<file path="src/rtl/mem_port_arbiter.sv">
// Arbitrates one variable-latency memory port between instruction fetch and
// data access, with round-robin on contention and a per-access timeout.
module mem_port_arbiter #(
  parameter int ADDR_W  = 32,
  parameter int DATA_W  = 32,
  parameter int TIMEOUT = 16
) (
  input  logic                clk,
  input  logic                rst,
  input  logic                im_req,
  input  logic [ADDR_W-1:0]   im_addr,
  input  logic                dm_req,
  input  logic [DATA_W/8-1:0] dm_write_en,
  input  logic [ADDR_W-1:0]   dm_addr,
  input  logic [DATA_W-1:0]   dm_wdata,
  output logic [DATA_W-1:0]   im_rdata,
  output logic                im_valid,
  output logic [DATA_W-1:0]   dm_rdata,
  output logic                dm_valid,
  output logic                cpu_stall,
  output logic                mem_req,
  output logic [DATA_W/8-1:0] mem_we,
  output logic [ADDR_W-1:0]   mem_addr,
  output logic [DATA_W-1:0]   mem_wdata,
  input  logic [DATA_W-1:0]   mem_rdata,
  input  logic                mem_ready,
  output logic                err
);

  localparam int         BE_W     = DATA_W / 8;
  localparam logic [7:0] CNT_LAST = 8'(TIMEOUT - 1);

  typedef enum logic [1:0] {IDLE, BUSY_IM, BUSY_DM} state_t;
  typedef enum logic {GRANT_IM, GRANT_DM} grant_t;

  state_t     state, state_d;
  grant_t     last_grant;
  logic [7:0] cnt;
  logic       im_eff, dm_eff;
  logic       grant_im, grant_dm, done, abort;

  // A requester is masked in its own valid cycle so a held request is not
  // granted a second time before the CPU has consumed the result.
  assign im_eff    = im_req & ~im_valid;
  assign dm_eff    = dm_req & ~dm_valid;
  assign cpu_stall = im_eff | dm_eff;

  always_comb begin
    // NOTE: every signal assigned here gets a default first, so no path can
    // leave one unassigned and infer a latch.
    state_d  = state;
    grant_im = 1'b0;
    grant_dm = 1'b0;
    done     = 1'b0;
    abort    = 1'b0;
    unique case (state)
      IDLE: begin
        if (im_eff && (!dm_eff || last_grant == GRANT_DM)) begin
          grant_im = 1'b1;
          state_d  = BUSY_IM;
        end else if (dm_eff) begin
          grant_dm = 1'b1;
          state_d  = BUSY_DM;
        end
      end
      BUSY_IM, BUSY_DM: begin
        if (mem_ready) begin
          done    = 1'b1;
          state_d = IDLE;
        end else if (cnt == CNT_LAST) begin
          abort   = 1'b1;
          state_d = IDLE;
        end
      end
      default: state_d = IDLE;
    endcase
  end

  // NOTE: sequential state uses non-blocking assignments so every register
  // samples pre-edge values regardless of statement order.
  always_ff @(posedge clk) begin
    if (rst) state <= IDLE;
    else     state <= state_d;
  end

  always_ff @(posedge clk) begin
    if (rst) begin
      mem_req    <= 1'b0;
      mem_we     <= '0;
      mem_addr   <= '0;
      mem_wdata  <= '0;
      im_valid   <= 1'b0;
      dm_valid   <= 1'b0;
      im_rdata   <= '0;
      dm_rdata   <= '0;
      err        <= 1'b0;
      last_grant <= GRANT_IM;
      cnt        <= '0;
    end else begin
      im_valid <= 1'b0;
      dm_valid <= 1'b0;

      if (grant_im || grant_dm) begin
        mem_req    <= 1'b1;
        mem_addr   <= grant_im ? im_addr : dm_addr;
        mem_we     <= grant_im ? {BE_W{1'b0}} : dm_write_en;
        mem_wdata  <= grant_im ? {DATA_W{1'b0}} : dm_wdata;
        last_grant <= grant_im ? GRANT_IM : GRANT_DM;
        cnt        <= '0;
      end

      if (done || abort) begin
        mem_req <= 1'b0;
        mem_we  <= '0;
        // An aborted access returns zero data and latches the sticky error.
        if (state == BUSY_IM) begin
          im_rdata <= done ? mem_rdata : {DATA_W{1'b0}};
          im_valid <= 1'b1;
        end else begin
          dm_rdata <= done ? mem_rdata : {DATA_W{1'b0}};
          dm_valid <= 1'b1;
        end
        if (abort) err <= 1'b1;
      end else if (state != IDLE) begin
        cnt <= cnt + 8'd1;
      end
    end
  end

endmodule

</file>
<file path="config.mk">
export PLATFORM = sky130hd
export DESIGN_NAME = mem_port_arbiter
export DESIGN_NICKNAME = d
export VERILOG_FILES = /design/src/rtl/mem_port_arbiter.sv
export SDC_FILE = /design/constraint.sdc
export NUM_CORES = 1
export LEC_CHECK = 0
export BUFFER_PORTS_ARGS = -buffer_cell sky130_fd_sc_hd__buf_2
export CAP_MARGIN = 20
export CORE_MARGIN = 2
export CORE_UTILIZATION = 33
export CTS_CLUSTER_SIZE = 24
export DETAILED_ROUTE_END_ITERATION = 7
export GPL_ROUTABILITY_DRIVEN = 0
export PLACE_DENSITY_LB_ADDON = 0.08
export SYNTH_ARGS = -nofsm -noshare
export SYNTH_HDL_FRONTEND = slang
export SYNTH_SLANG_ARGS = --single-unit
</file>
<file path="constraint.sdc">
create_clock -name clk -period 3.7 [get_ports clk]
set_clock_uncertainty 0.05 [all_clocks]
set_input_delay 0.925 -clock clk [delete_from_list [all_inputs] [get_ports clk]]
set_output_delay 0.925 -clock clk [all_outputs]
set_load 0.005 [all_outputs]
</file>
After elaboration in Yosys (flattened, before gate mapping). Cells that the tools add are included.

Add/sub/neg operators: 1. Equal/unequal tests: 5. Muxes and demuxes: 25. Bitwise operators: 7. Reduce and logical (&&, ||, !) cells: 14.

Operator list (number): 2-to-1 mux 32 bit (3); 2-to-1 mux 8 bit (3); 2-to-1 mux 1 bit (13); adder 8 x 1 -> 8 bit, second input constant (1); == test 8 x 4 -> 1 bit, second input constant (1); 2-to-1 mux 2 bit (4); AND reduction 2 bit (4); inequality test 3 bit, second input constant (2); OR reduction 2 bit (3); 2-to-1 mux 4 bit (1); inverter 1 bit (4); one-hot mux 2 bit (2 select lines) (1); logical OR 1 bit (3); bitwise AND 1 bit (2); == test 2 x 1 -> 1 bit, second input constant (1); == test 2 bit, second input constant (1); zero test 2 bit (1); nonzero test 2 bit (1); logical AND 1 bit (1); zero test 1 bit (1); OR 1 bit (1).

Bits in registers: 147. Logic and storage cells: 64.

Longest topological paths before layout. Gate-level depths: netlist (run 1).

Word-level depth: 11. Mapped depth: 7. Mapped depth without buffers: 6.

Worst setup path before layout (run 1). OpenSTA, ideal clock, no wires.

Path kind: input port to output port. Start point: input port im_req. End point: output port cpu_stall. Arrival: 1.359 ns. Setup slack: 1.366 ns. Stages on the path: 3. Path buffers: 1. Path through: nor2b_1 -> clkbuf_1 -> nand2b_1.

Longest elaborated chain between the ends: 2.

Ends and longest elaborated chain: start, declared (RTL line 10) `input logic im_req,`; bitwise AND 1 bit (RTL line 44) `assign im_eff = im_req & ~im_valid;`; OR 1 bit (RTL line 46) `assign cpu_stall = im_eff | dm_eff;`; end, declared (RTL line 20) `output logic cpu_stall,`.

Every way passes these cells.

Worst setup path in the final report (run 1). Same ends and word-level chain as after synthesis.

==> impl_metrics.yaml, run 1 <==
clocking:
  cts_sinks: 147
  cts.clk_slew.worst_paths_ns: 0.06
  ctsRootBufferMaster: "clkbuf_16"
  holdBufCountCts: 0
  cts_setup_buffers: 0
  cts_tree: "yes"
  h-tree-depth: 4
  cts_buffer_depth: 2
  clk_latency_ns: 0.41
  cts_buffers: 17
  ctsResizeCount: 0
yosys:
  synthMuxAreaShare_pct: 0.174
  synthFlopType: "dfxtp_1"
  ys_seq_area_share_pct: 51.1
  synthSimpleGateAreaFrac_pct: 10.5
  syn_nets: 780
  synth_seq_cells: 147
  avgSynthCellArea_um2: 9.00
  yosys.area.top_type_share_pct: 51.1
  syn_area_um2: 5760
  synthXorXnorAreaFrac_pct: 0.152
  yosysTopAreaCell: "dfxtp_1"
  synthDistinctLibCells: 41
  async_reset_ff_share_pct: 0
  synth_cells: 640
  synth-compound-area-share_pct: 32.3
  synth.area.top_cells: "dfxtp_1 51%, a21oi_1 8.7%, nand2_1 6.6%, a22o_1 4.9%, a311oi_1 4.9%"
  synth_top_family_by_area: "compound AO/OA/AOI/OAI gates"
  synth_edf_count: 0
  yosysWarnings: 0
  synthAdderAreaFrac_pct: 0.652
final_layout:
  drive_gt1_share_pct: 36.8
  insertedDiodeCount: 0
  final_cell_mix: "273 x buf_2, 147 x dfxtp_1, 102 x nand2_1, 100 x a21oi_1, 36 x a211oi_1"
  final_cell_count_no_fill: 1118
  final_common_cell: "buf_2"
  post-route-util_pct: 45.5
  area_delta_synth_final_pct: 35.8
  nFillCells: 1759
  nNetsFinal: 1020
power:
  power_switching_mw: 1.26
  combPwrFrac_pct: 19.2
  leakagePower_nw: 3.40
  power_frac_seq_pct: 42.3
  power_mw: 4.29
  vdd_drop_max_v: 0.000331
  clockPowerShare_pct: 38.4
  p_int_mw: 3.03
  switching_share_pct: 29.4
  power-per-cell-area_nw_per_um2: 549
grt:
  grt_first_pass_wirelength_um: 28000
  grt_use_total_pct: 18.7
  antenna_found_initial: 0
  overflow: 0
  grt_start_max_net_pins: 82
  grt_pass1_vias: 5621
setup_path:
  startpoint_type: "primary input"
  cp.arrival_ns: 1.64
  required_ns: 2.72
  cp_max_fo: 6
  worstSetupEndpointType: "output port"
  crit_type: "in2out"
floorplanning:
  die_w_um: 136
  ios: 274
  start_util_pct: 33.5
  die_area_um2: 18500
  rows: 48
  design.core.area_um2: 17200
  die_h_um: 136
routing:
  drtIter0Drc: 304
  dr_total_vias: 5822
  wirelength_um: 17500
  vias_per_cell: 5.21
  wl_per_cell_um: 15.7
  first_pass_iters: 6
  ant_nets: 0
  drc: 0
sta:
  fin_crit_sh_pct: 70.8
  setup_viol: 0
  relSlewSlack_pct: 33.0
  slew_viol_final: 0
  worst_pin_slew_ns: 1.00
  hold_viol: 0
  finalSetupTns_ns: 0
  whs_ns: 0.412
  rsz0062_at_grt: "false"
  min_period_ns: 2.62
  timing.fmax_ghz: 0.382
hold_path:
  hold_path_class: "reg2reg"
run_status:
  outcome: "complete, no violations"
job:
  drv_cap: 0
placed_design:
  numPortBuffers: 273
  post-dp-hpwl_um: 11500
  dp_cells: 1086
==> critical path: stages <==
cell and delay [ns]:
buf_2 0.07, nor2b_1 0.38, nand2b_1 0.16, buf_2 0.11
==> flip-flops by register name, indices dropped and copies added (netlist names), 2 cells and up <==
name       cells
mem_wdata     32
mem_addr      32
state          2
cnt            8
dm_rdata      32
im_rdata      32
mem_we         4
==> final timing paths <==
path / endpoint / depth (start not counted) / slack (ns) / from
max: cpu_stall / 4 / 1.08 / im_req
min: mem_we[3] / 2 / 0.41 / mem_we[3]
max reg2reg: im_rdata[25] / 5 / 1.33 / cnt[6]
min reg2reg: mem_we[3] / 2 / 0.41 / mem_we[3]
==> layout make-up <==
type,instances,area (um^2),share of cell area (%)
Multi-Input combinational cell,427,2540,32.5
Clock inverter,13,129,1.65
Timing Repair Buffer,283,1470,18.8
Inverter,4,15.0,0.192
Tap cell,225,282,3.60
Clock buffer,19,443,5.66
Sequential cell,147,2940,37.6
==> per-layer routing <==
metal	part of all wire [%]	global-route usage [%]	vias up
li1	-	-	2868
met1	42	23.4	2718
met2	48	30.7	216
met3	8.2	5.70	20
met4	1.6	6.37	0
met5	0	0	-
==> power by group through the flow <==
stage / logic [mW] / registers (mW) / clock network [mW]
after global routing: 0.925 / 1.84 / 1.79
after global placement: 0.812 / 1.85 / 0
final: 0.825 / 1.82 / 1.65
after CTS: 0.835 / 1.82 / 1.70
after detailed placement: 0.834 / 1.85 / 0
after floorplan: 0.468 / 1.86 / 0
==> stage by stage <==
stage | instance area (um^2) | setup WS, ns
after floorplan | 5760 | 1.37
after global placement | 7250 | 0.962
after detailed placement | 7250 | 0.893
after CTS | 7820 | 1.06
after global routing | 7820 | 0.986
final | 7820 | 1.08
==> synthesized netlist by cell type, types with 2 or more instances <==
cell type  number
nand2b_1        2
a211oi_1       36
ha_1            3
o21ai_0        35
o41ai_1         3
a21oi_1       100
a311oi_1       32
clkbuf_1       39
dfxtp_1       147
nor2_1          3
and3_1          4
nand4_1         3
buf_4           7
nor2b_1         3
buf_1           2
a31oi_1        32
a22o_1         32
inv_1           4
buf_2          13
nand3_1         8
a31o_2          2
nand2_1       102
o21a_1          4
nor3_1          5
o2111ai_1       3
==> cell families (layout without fill, tap and decap cells) <==
group           after synthesis  after routing
compound gates              285            285
xor+xnor                      1              1
fa+ha+maj                     3              3
buf+inv                      66            319
flops                       147            147
mux                           1              1
simple gates                137            137
Note: power is estimated with default switching activity, not from simulation.
==> run 2: changes to the inputs <==
- clock period: 3.7 -> 2.14 ns (I/O delays scaled with it)
==> impl_metrics.yaml, run 2 (synthesized netlist as in run 1, its figures left out) <==
run_status:
  outcome: "complete, no violations"
sta:
  relSlewSlack_pct: 68.2
  timing.fmax_ghz: 0.543
  hold_viol: 0
  rsz0062_at_grt: "false"
  fin_crit_sh_pct: 86.0
  worst_pin_slew_ns: 0.477
  min_period_ns: 1.84
  setup_viol: 0
  slew_viol_final: 0
final_layout:
  final_common_cell: "buf_2"
  multi_input_area_um2: 2540
  post-route-util_pct: 46.6
  final_cell_mix: "273 x buf_2, 147 x dfxtp_1, 102 x nand2_1, 99 x a21oi_1, 36 x a211oi_1"
  nNetsFinal: 1026
  drive_gt1_share_pct: 37.5
  area_delta_synth_final_pct: 39.0
  nFillCells: 1752
  final_cell_count_no_fill: 1125
  regArea_um2: 2940
placed_design:
  dp_cells: 1091
  numPortBuffers: 273
  post-dp-hpwl_um: 11900
clocking:
  clk_latency_ns: 0.41
  h-tree-depth: 4
  cts.clk_slew.worst_paths_ns: 0.06
  ctsRootBufferMaster: "clkbuf_16"
  cts_setup_buffers: 0
  cts_buffer_depth: 2
  cts_buffers: 17
  cts_sinks: 147
  holdBufCountCts: 0
  cts_tree: "yes"
routing:
  drtIter0Drc: 320
  wl_per_cell_um: 15.8
  ant_nets: 0
  dr_total_vias: 5824
  wirelength_um: 17800
  first_pass_iters: 5
  vias_per_cell: 5.18
  drc: 0
setup_path:
  crit_type: "reg2out"
  startpoint_type: "flop"
  required_ns: 1.55
  cp.arrival_ns: 1.26
  worstSetupEndpointType: "output port"
  path_cells: "nor2b_1 > nand2b_1 > buf_2"
  critPathSlowestCell: "dfxtp_1"
  cp_max_fo: 5
  cp_slowest_stage_delay_ns: 0.30
floorplanning:
  design.core.area_um2: 17200
  die_h_um: 136
  ios: 274
  die_w_um: 136
  rows: 48
  start_util_pct: 33.5
  die_area_um2: 18500
power:
  power-per-cell-area_nw_per_um2: 988
  power_mw: 7.91
  vdd_drop_max_v: 0.000529
  leakagePower_nw: 3.49
grt:
  grt_start_max_net_pins: 67
  overflow: 0
  grt_first_pass_wirelength_um: 28200
  grt_pass1_vias: 5763
  antenna_found_initial: 1
  grt_use_total_pct: 18.9
job:
  drv_cap: 0
hold_path:
  hold_path_class: "in2reg"
-- run 2: cell types whose count changed in the layout (fill, tap and decap cells not counted) --
cell / previous run / this run
bufinv_16: 1 / 4
a21oi_2: 0 / 1
diode_2: 0 / 1
buf_8: 0 / 1
clkinv_4: 5 / 1
a21oi_1: 100 / 99
buf_12: 2 / 5
clkinvlp_4: 5 / 3
clkbuf_1: 1 / 0
buf_4: 8 / 10
clkbuf_8: 1 / 5
-- run 2: through the flow --
step	cell area (um^2)	setup slack (ns)	TNS (ns)	hold slack, ns
3_5_place_dp	7320	-0.284	-8.87	0.406
5_1_grt	8010	0.137	0	0.266
4_1_cts	7990	0.0253	0	0.266
3_3_place_gp	7320	-0.193	-6.20	0.397
6_report	8010	0.299	0	0.282
2_1_floorplan	5760	0.330	0	0.393
-- run 2: routing by layer --
| layer | GRT usage, % | vias to the layer above | routed length (um) |
|---|---|---|---|
| met5 | 0 | - | 0 |
| li1 | - | 2882 | - |
| met3 | 5.37 | 34 | 1260 |
| met1 | 23.0 | 2711 | 7680 |
| met4 | 8.91 | 0 | 505 |
| met2 | 30.8 | 197 | 8350 |
-- run 2: report_power, final --
part           switching, mW  internal (mW)  leakage [nW]
Sequential             0.129           3.01          1.20
Combinational          0.862          0.618          1.97
Clock                   1.17           2.12         0.316
Total                   2.17           5.75          3.49
-- run 2: final timing paths --
kind                 from       endpoint  slack [ns]  cells after the start
max              im_valid      cpu_stall        0.30                      3
min          dm_wdata[25]  mem_wdata[25]        0.28                      2
max reg2reg      state[0]    im_rdata[0]        0.30                      6
min reg2reg     mem_we[3]      mem_we[3]        0.42                      2
-- run 2: critical path: cells and delay by family, from the launching register on --
family	cells	cell delay, ns
flip-flops	1	0.30
buffers and inverters	1	0.11
AND/OR/NAND/NOR	2	0.43
-- run 2: area by class of cell --
type | count | share of cell area (%)
antenna | 1 | 0.0313
clock buffer | 22 | 6.17
clock inverter | 10 | 2.11
inverter | 4 | 0.188
multi-input combinational | 427 | 31.8
sequential | 147 | 36.8
tap | 225 | 3.52
timing repair buffer | 289 | 19.4
-- run 2: repair_timing --
action | in CTS | in global routing
endpoints found under the hold margin | 0 | 0
endpoints found under the setup margin | 0 | 1
resized for setup | 0 | 1
